[src/rtl/alu_core.sv]
// alu_core: 16-bit multi-cycle ALU with start/busy/done handshake.
// Define ALU_CORE_MUL_EN to build the 16-cycle shift-add multiplier.
module alu_core (
  input  logic        clk,
  input  logic        rst,
  input  logic        start,
  input  logic [2:0]  op,
  input  logic [15:0] a_in,
  input  logic [15:0] b_in,
  output logic [15:0] alu_out,
  output logic        z_flag,
  output logic        c_flag,
  output logic        busy,
  output logic        done
);

`ifdef ALU_CORE_MUL_EN
  typedef enum logic [1:0] {IDLE, EXEC, MULT, DONE} state_e;
`else
  typedef enum logic [1:0] {IDLE, EXEC, DONE} state_e;
`endif

  localparam logic [2:0] OP_PASS = 3'b000;
  localparam logic [2:0] OP_ADD  = 3'b001;
  localparam logic [2:0] OP_SUB  = 3'b010;
  localparam logic [2:0] OP_INC  = 3'b011;
  localparam logic [2:0] OP_MUL  = 3'b100;
  localparam logic [2:0] OP_AND  = 3'b101;
  localparam logic [2:0] OP_OR   = 3'b110;
  localparam logic [2:0] OP_SHR  = 3'b111;

  state_e      state_q, state_d;
  logic [2:0]  op_q, op_d;
  logic [15:0] a_q, a_d;
  logic [15:0] b_q, b_d;
  logic [15:0] out_q, out_d;
  logic        z_q, z_d;
  logic        c_q, c_d;
  logic        done_q, done_d;
  logic [15:0] res;
  logic        cy;

`ifdef ALU_CORE_MUL_EN
  logic [31:0] prod_q, prod_d;
  logic [3:0]  cnt_q, cnt_d;
  logic [16:0] sum;

  // Upper half accumulates the multiplicand; lower half holds the multiplier.
  assign sum = {1'b0, prod_q[31:16]}
             + (prod_q[0] ? {1'b0, a_q} : 17'h0);
`endif

  always_comb begin
    res = 16'h0000;
    cy  = 1'b0;
    unique case (op_q)
      OP_PASS: res = b_q;
      OP_ADD:  {cy, res} = {1'b0, a_q} + {1'b0, b_q};
      OP_SUB: begin
        res = a_q - b_q;
        cy  = (a_q < b_q);
      end
      OP_INC:  {cy, res} = {1'b0, a_q} + 17'd1;
`ifdef ALU_CORE_MUL_EN
      OP_MUL: begin
        res = prod_q[15:0];
        cy  = |prod_q[31:16];
      end
`else
      OP_MUL:  res = a_q;
`endif
      OP_AND:  res = a_q & b_q;
      OP_OR:   res = a_q | b_q;
      OP_SHR: begin
        res = {1'b0, a_q[15:1]};
        cy  = a_q[0];
      end
    endcase
  end

  always_comb begin
    state_d = state_q;
    op_d    = op_q;
    a_d     = a_q;
    b_d     = b_q;
    out_d   = out_q;
    z_d     = z_q;
    c_d     = c_q;
    done_d  = 1'b0;
`ifdef ALU_CORE_MUL_EN
    prod_d  = prod_q;
    cnt_d   = cnt_q;
`endif
    unique case (state_q)
      IDLE: begin
        if (start) begin
          op_d    = op;
          a_d     = a_in;
          b_d     = b_in;
          state_d = EXEC;
`ifdef ALU_CORE_MUL_EN
          prod_d  = {16'h0000, b_in};
          cnt_d   = 4'd0;
          if (op == OP_MUL) state_d = MULT;
`endif
        end
      end
      EXEC: state_d = DONE;
`ifdef ALU_CORE_MUL_EN
      MULT: begin
        prod_d = {sum, prod_q[15:1]};
        cnt_d  = cnt_q + 4'd1;
        if (cnt_q == 4'hF) state_d = DONE;
      end
`endif
      DONE: begin
        out_d   = res;
        z_d     = (res == 16'h0000);
        c_d     = cy;
        done_d  = 1'b1;
        state_d = IDLE;
      end
      default: state_d = IDLE;
    endcase
  end

  always_ff @(posedge clk) begin
    if (rst) begin
      state_q <= IDLE;
      op_q    <= 3'b000;
      a_q     <= 16'h0000;
      b_q     <= 16'h0000;
      out_q   <= 16'h0000;
      z_q     <= 1'b1;
      c_q     <= 1'b0;
      done_q  <= 1'b0;
`ifdef ALU_CORE_MUL_EN
      prod_q  <= 32'h0;
      cnt_q   <= 4'd0;
`endif
    end else begin
      state_q <= state_d;
      op_q    <= op_d;
      a_q     <= a_d;
      b_q     <= b_d;
      out_q   <= out_d;
      z_q     <= z_d;
      c_q     <= c_d;
      done_q  <= done_d;
`ifdef ALU_CORE_MUL_EN
      prod_q  <= prod_d;
      cnt_q   <= cnt_d;
`endif
    end
  end

  assign alu_out = out_q;
  assign z_flag  = z_q;
  assign c_flag  = c_q;
  assign done    = done_q;
  assign busy    = (state_q != IDLE);

endmodule

[config.mk]
export PLATFORM = sky130hd
export DESIGN_NAME = alu_core
export DESIGN_NICKNAME = d
export VERILOG_FILES = /design/src/rtl/alu_core.sv
export SDC_FILE = /design/constraint.sdc
export NUM_CORES = 1
export LEC_CHECK = 0
export ABC_CLOCK_PERIOD_IN_PS = 4800
export BUFFER_PORTS_ARGS = -buffer_cell sky130_fd_sc_hd__buf_2
export CAP_MARGIN = 5
export CORE_ASPECT_RATIO = 0.7
export CORE_MARGIN = 8
export CORE_UTILIZATION = 65
export CTS_CLUSTER_SIZE = 40
export DETAILED_ROUTE_END_ITERATION = 16
export HOLD_SLACK_MARGIN = 0.06
export PLACE_DENSITY = 0.88
export SLEW_MARGIN = 20
export SYNTH_ARGS = -nofsm -noshare
export SYNTH_HDL_FRONTEND = slang
export SYNTH_SLANG_ARGS = --single-unit
[constraint.sdc]
create_clock -name clk -period 4.8 [get_ports clk]
set_clock_uncertainty 0.1 [all_clocks]
set_input_delay 0.72 -clock clk [delete_from_list [all_inputs] [get_ports clk]]
set_output_delay 0.72 -clock clk [all_outputs]
set_load 0.1 [all_outputs]
Word level (Yosys, flattened, before mapping)
Index checks and enable logic that the tools add are counted.
- multiplexer cells: 5
- $add $sub $neg: 3
- reductions and logical operators: 5
- equal/unequal tests: 10
- bitwise gates (word level): 2
- magnitude comparators: 1
- operator list (operator ; number):
    $pmux 16 s8 ; 1
    $add 16x1->17 const B ; 1
    $add 16x16->17 ; 1
    $and 16x16->16 ; 1
    $logic_not 16->1 ; 1
    $lt 16x16->1 ; 1
    $or 16x16->16 ; 1
    $sub 16x16->16 ; 1
    $eq 3x3->1 const B ; 4
    $eq 3x2->1 const B ; 2
    $pmux 1 s4 ; 1
    $pmux 2 s2 ; 1
    $eq 3x1->1 const B ; 1
    $logic_not 3->1 ; 1
    $eq 2x1->1 const B ; 1
    $eq 2x2->1 const B ; 1
    $logic_not 2->1 ; 1
    $mux 2 ; 1
    $ne 2x2->1 const B ; 1
    $reduce_and 2->1 ; 1
    $reduce_bool 2->1 ; 1
    $mux 1 ; 1
- input bits: 38
- logic and storage cells: 34
- bits in registers: 56
- output and inout port bits: 20

Depth between registers and ports, before layout
- depth after elaboration: 3
- depth in mapped cells: 13
- mapped depth without buffers: 13

Least setup slack after synthesis
Ideal clock, no wire load.
- kind: register to register
- start point: reg a_q[0]
- end point: reg z_q, in the netlist z_flag
- library setup time: 0.084 ns
- required time: 4.616 ns
- data arrival time: 2.717 ns
- period minus slack after synthesis: 2.901 ns
- setup slack: 1.899 ns
- stages on the path, launching flop included: 14
- path buffers: 0
- path through: dfxtp_1 -> inv_2 -> ha_1 -> inv_1 -> fa_1 -> nor2b_2 -> o311ai_4 -> o41a_1 -> a21oi_1 -> mux2i_1 -> a31oi_1 -> nor4_2 -> nand4_1 -> o31ai_2
- word-level cells in the longest chain between the ends: 3
- elaborated cells between the ends (all ways): 7
- classes of those cells: add/sub: 3; mux: 1; bitwise: 2; reduce/logical: 1
- RTL lines (item ; line ; source):
    from (decl) ; 34 ; logic [15:0] a_q, a_d;
    from (signal assigned) ; 131 ; a_q <= 16'h0000;
    from (signal assigned) ; 144 ; a_q <= a_d;
    $add 16x1->17, or another cell as far along ; 63 ; OP_INC: {cy, res} = {1'b0, a_q} + 17'd1;
    $pmux 16 s8 (*) ; 56 ; unique case (op_q)
    $logic_not 16->1 (*) ; 118 ; z_d = (res == 16'h0000);
    to (signal assigned) ; 147 ; z_q <= z_d;
    to (decl) ; 37 ; logic z_q, z_d;
Every way passes the cells marked *; elsewhere a longest branch is shown, timed or not.
A chain may end at the register's enable or synchronous reset.

Worst setup path in the final report
Ends and elaborated chain as after synthesis.

==> results.py <==
metrics = {
    "clock_network": {
        "cts_buffers": 5,
        "numClockSinks": 56,
        "clockBufferDepth": 2,
        "cts.hold.buffers_added": 0,
        "clk_pin_slew_worst_paths_ns": 0.07,
        "ctsResizeCount": 0,
        "clk_latency_ns": 0.31,
        "htreeDepth": 2,
        "number_of_buffers_inserted_to_repair_setup_after_cts": 0,
        "cts_root_buffer": "sky130_fd_sc_hd__clkbuf_16",
        "tritoncts": "built",
    },
    "global_routing": {
        "antenna_found_initial": 0,
        "grt_start_max_net_pins": 57,
        "grt_pass1_vias": 5682,
        "grt_first_pass_wirelength_um": 29800,
        "grt-ovfl-total": 0,
        "grt_use_total": 0.316,
    },
    "worst_setup_path": {
        "setup.worst_path.class": "reg -> reg",
        "critPathLaunch": "a_q[0]",
        "destination_of_the_worst_register_to_register_timing_path": "z_flag",
        "reg_to_reg_start": "a_q[0]",
        "logic_depth_of_the_worst_register_to_register_path": 13,
        "critPathArrivalTime_ns": 3.83,
        "crit_fanout": 8,
        "worst-r2r-setup-slack_ns": 1.09,
        "crit_required_ns": 4.92,
        "critical_path_sink_type": "flop",
        "critical_path.endpoint": "z_flag",
        "cp-start-kind": "flop",
    },
    "layout": {
        "fill_cells": 688,
        "area_growth_pct": 6.76,
        "area_occupied_by_registers_um2": 1120,
        "drive_above_1_share": 0.143,
        "n_diodes": 0,
        "finalNetCount": 852,
        "stdcell_count": 867,
        "combined_area_of_the_multi_input_logic_cells_um2": 3890,
    },
    "synth": {
        "count_of_unique_library_cells_instantiated_by_yosys": 91,
        "synth_top_cell_by_area": "sky130_fd_sc_hd__dfxtp_1",
        "synthesis.yosys.warnings": 0,
        "yosysSeqAreaShare": 0.204,
        "synth_top_area_frac": 0.204,
        "synth_area_per_cell_um2": 7.42,
        "post_synth_inst_count": 741,
        "mappedNetlistArea_um2": 5500,
        "ys_ff_latch": 56,
        "ys_async_sr_fraction": 0,
        "mappedNetlistNets": 832,
        "dominant_synthesized_flop_cell": "sky130_fd_sc_hd__dfxtp_1",
        "synth_enable_flop_cells": 0,
        "synth.area.top_cells": "sky130_fd_sc_hd__dfxtp_1, sky130_fd_sc_hd__ha_1, sky130_fd_sc_hd__nand2_1, sky130_fd_sc_hd__a21oi_1, sky130_fd_sc_hd__inv_1",
    },
    "sta": {
        "fmax_ghz": 0.270,
        "whs_ns": 0.357,
        "max-slew-margin-rel": 0.278,
        "timing.final.ws_setup_ns": 1.09,
        "rsz0062_at_grt": "false",
        "final_max_slew_viol_count": 0,
        "period_share": 0.773,
        "setup_viol": 0,
        "timing.final.hold_violations": 0,
        "worst_slew_pin_slew_ns": 1.08,
        "setup-tns-final_ns": 0,
        "finalWorstPathRequiredPeriod_ns": 3.71,
    },
    "job": {
        "cap_viol_max_count": 0,
    },
    "routing": {
        "drt_iter0_markers": 1031,
        "routed-via-count": 6006,
        "drt-pass1-iter-count": 6,
        "drt-wirelength-per-cell_um": 21.7,
        "drc": 0,
        "postRouteWirelength_um": 18800,
        "route.detailed.vias_per_inst": 6.93,
        "antenna_left": 0,
    },
    "pwr": {
        "total_leakage_power_nw": 2.25,
        "fin_total_pwr_w": 0.00148,
        "irDropWorstVdd_mv": 0.210,
        "power.density_cell_area_nw_per_um2": 252,
    },
    "die": {
        "initial_core_util": 0.659,
        "fp.dieW_um": 126,
        "die_h_um": 92.9,
        "core.rowCount": 28,
        "io_pins": 58,
        "core_um2": 8340,
        "design.die.area_um2": 11700,
    },
    "placed_design": {
        "place_inst": 859,
        "io_buffers": 57,
        "weighted_congestion_at_the_end_of_routability_driven_global_placement": 1.01,
        "detailed_place_hpwl_um": 14400,
        "dp_worst_setup_slack_ns": 1.30,
    },
    "hold_path": {
        "min-delay-path-class": "reg -> reg",
    },
    "run_status": {
        "outcome": "complete, no violations",
    },
}
## state kept, by name, indices dropped and copies added (netlist names)
| signal | flops |
|---|---|
| alu_out | 16 |
| done | 1 |
| z_flag | 1 |
| a_q | 16 |
| c_flag | 1 |
| state_q | 2 |
| op_q | 3 |
| b_q | 16 |
## metrics by stage
stage | cell area [um2] | util
6_report | 5870 | 0.704
5_1_grt | 5870 | 0.704
4_1_cts | 5860 | 0.703
3_5_place_dp | 5710 | 0.685
3_3_place_gp | 5710 | 0.685
2_1_floorplan | 5500 | -
## cell usage in the layout (no fill, tap or decap), types with 7 or more instances in the layout
| cell | netlist | layout |
|---|---|---|
| sky130_fd_sc_hd__nor2b_1 | 7 | 7 |
| sky130_fd_sc_hd__xnor2_1 | 10 | 10 |
| sky130_fd_sc_hd__ha_1 | 51 | 51 |
| sky130_fd_sc_hd__nor2_1 | 53 | 53 |
| sky130_fd_sc_hd__o21ai_0 | 24 | 24 |
| sky130_fd_sc_hd__a21o_1 | 10 | 10 |
| sky130_fd_sc_hd__mux2i_1 | 12 | 12 |
| sky130_fd_sc_hd__o211ai_1 | 8 | 8 |
| sky130_fd_sc_hd__nand3_1 | 13 | 13 |
| sky130_fd_sc_hd__a21oi_1 | 77 | 77 |
| sky130_fd_sc_hd__dfxtp_1 | 56 | 56 |
| sky130_fd_sc_hd__inv_1 | 57 | 57 |
| sky130_fd_sc_hd__a31oi_1 | 12 | 12 |
| sky130_fd_sc_hd__nor3_1 | 16 | 16 |
| sky130_fd_sc_hd__a211oi_1 | 12 | 12 |
| sky130_fd_sc_hd__nor4_1 | 7 | 7 |
| sky130_fd_sc_hd__mux4_2 | 7 | 7 |
| sky130_fd_sc_hd__buf_2 | 19 | 57 |
| sky130_fd_sc_hd__buf_4 | 1 | 8 |
| sky130_fd_sc_hd__nand2_1 | 116 | 115 |
## cells in the mapped netlist, drive strengths merged, types with 4 or more instances
library cell	instances
nand2	117
a21oi	77
inv	59
dfxtp	56
nor2	53
ha	51
o21ai	28
buf	26
clkbuf	26
nor3	17
a211oi	14
nand3	14
a31oi	12
mux2i	12
a21o	10
nor4	10
xnor2	10
nor2b	8
o211ai	8
or3	8
a221oi	7
mux4	7
nand2b	7
nand4	7
o221ai	7
a311oi	6
o21a	6
o22ai	6
or2	5
o2111ai	4
## worst min-delay path by stage
| stage | start | endpoint | slack (ns) | cells past startpoint |
|---|---|---|---|---|
| after global placement | alu_out[13] | alu_out[13] | 0.34 | 2 |
| after global routing | alu_out[11] | alu_out[11] | 0.37 | 2 |
| after detailed placement | alu_out[11] | alu_out[11] | 0.35 | 2 |
| final | alu_out[3] | alu_out[3] | 0.36 | 2 |
| after CTS | alu_out[3] | alu_out[3] | 0.36 | 2 |
| after floorplan | state_q[1] | state_q[1] | 0.34 | 1 |
## cell type report
type,instances,area share
Inverter,59,0.0377
Tap cell,105,0.0224
Clock inverter,2,0.00256
Clock buffer,6,0.0237
Sequential cell,56,0.191
Multi-Input combinational cell,574,0.664
Timing Repair Buffer,65,0.0589
## power breakdown
group / leakage (nW) / total, W / switching (W) / internal, W
combinational: 1.72 / 0.000550 / 0.000366 / 0.000185
clock: 0.0691 / 0.000393 / 0.000185 / 0.000208
sequential: 0.458 / 0.000537 / 0.0000484 / 0.000489
## kinds of logic after synthesis
| family | after synthesis | share of synthesized area |
|---|---|---|
| AND/OR/NAND/NOR | 265 | 0.233 |
| AO/OA/AOI/OAI | 227 | 0.285 |
| buffers and inverters | 111 | 0.0879 |
| flip-flops | 56 | 0.204 |
| adder cells (fa/ha/maj) | 53 | 0.123 |
| multiplexers | 19 | 0.0505 |
| XOR/XNOR | 10 | 0.0159 |
## layer usage
layer	vias up	GRT usage	routed length, um
li1	2696	-	-
met1	2762	0.417	7890
met2	469	0.482	7930
met3	79	0.0918	2430
met4	0	0.112	606
met5	-	0	0
## critical path: stages (launching register included)
cell	delay, ns
sky130_fd_sc_hd__dfxtp_1	0.40
sky130_fd_sc_hd__inv_2	0.16
sky130_fd_sc_hd__ha_1	0.18
sky130_fd_sc_hd__inv_1	0.06
sky130_fd_sc_hd__fa_1	0.41
sky130_fd_sc_hd__nor2b_2	0.20
sky130_fd_sc_hd__o31ai_1	0.30
sky130_fd_sc_hd__o221a_2	0.25
sky130_fd_sc_hd__o221ai_1	0.17
sky130_fd_sc_hd__nor4b_1	0.68
sky130_fd_sc_hd__nand4_1	0.22
sky130_fd_sc_hd__nor4_2	0.17
sky130_fd_sc_hd__nand4_1	0.13
sky130_fd_sc_hd__o31ai_2	0.19
Note: power is estimated with default switching activity, not from simulation.
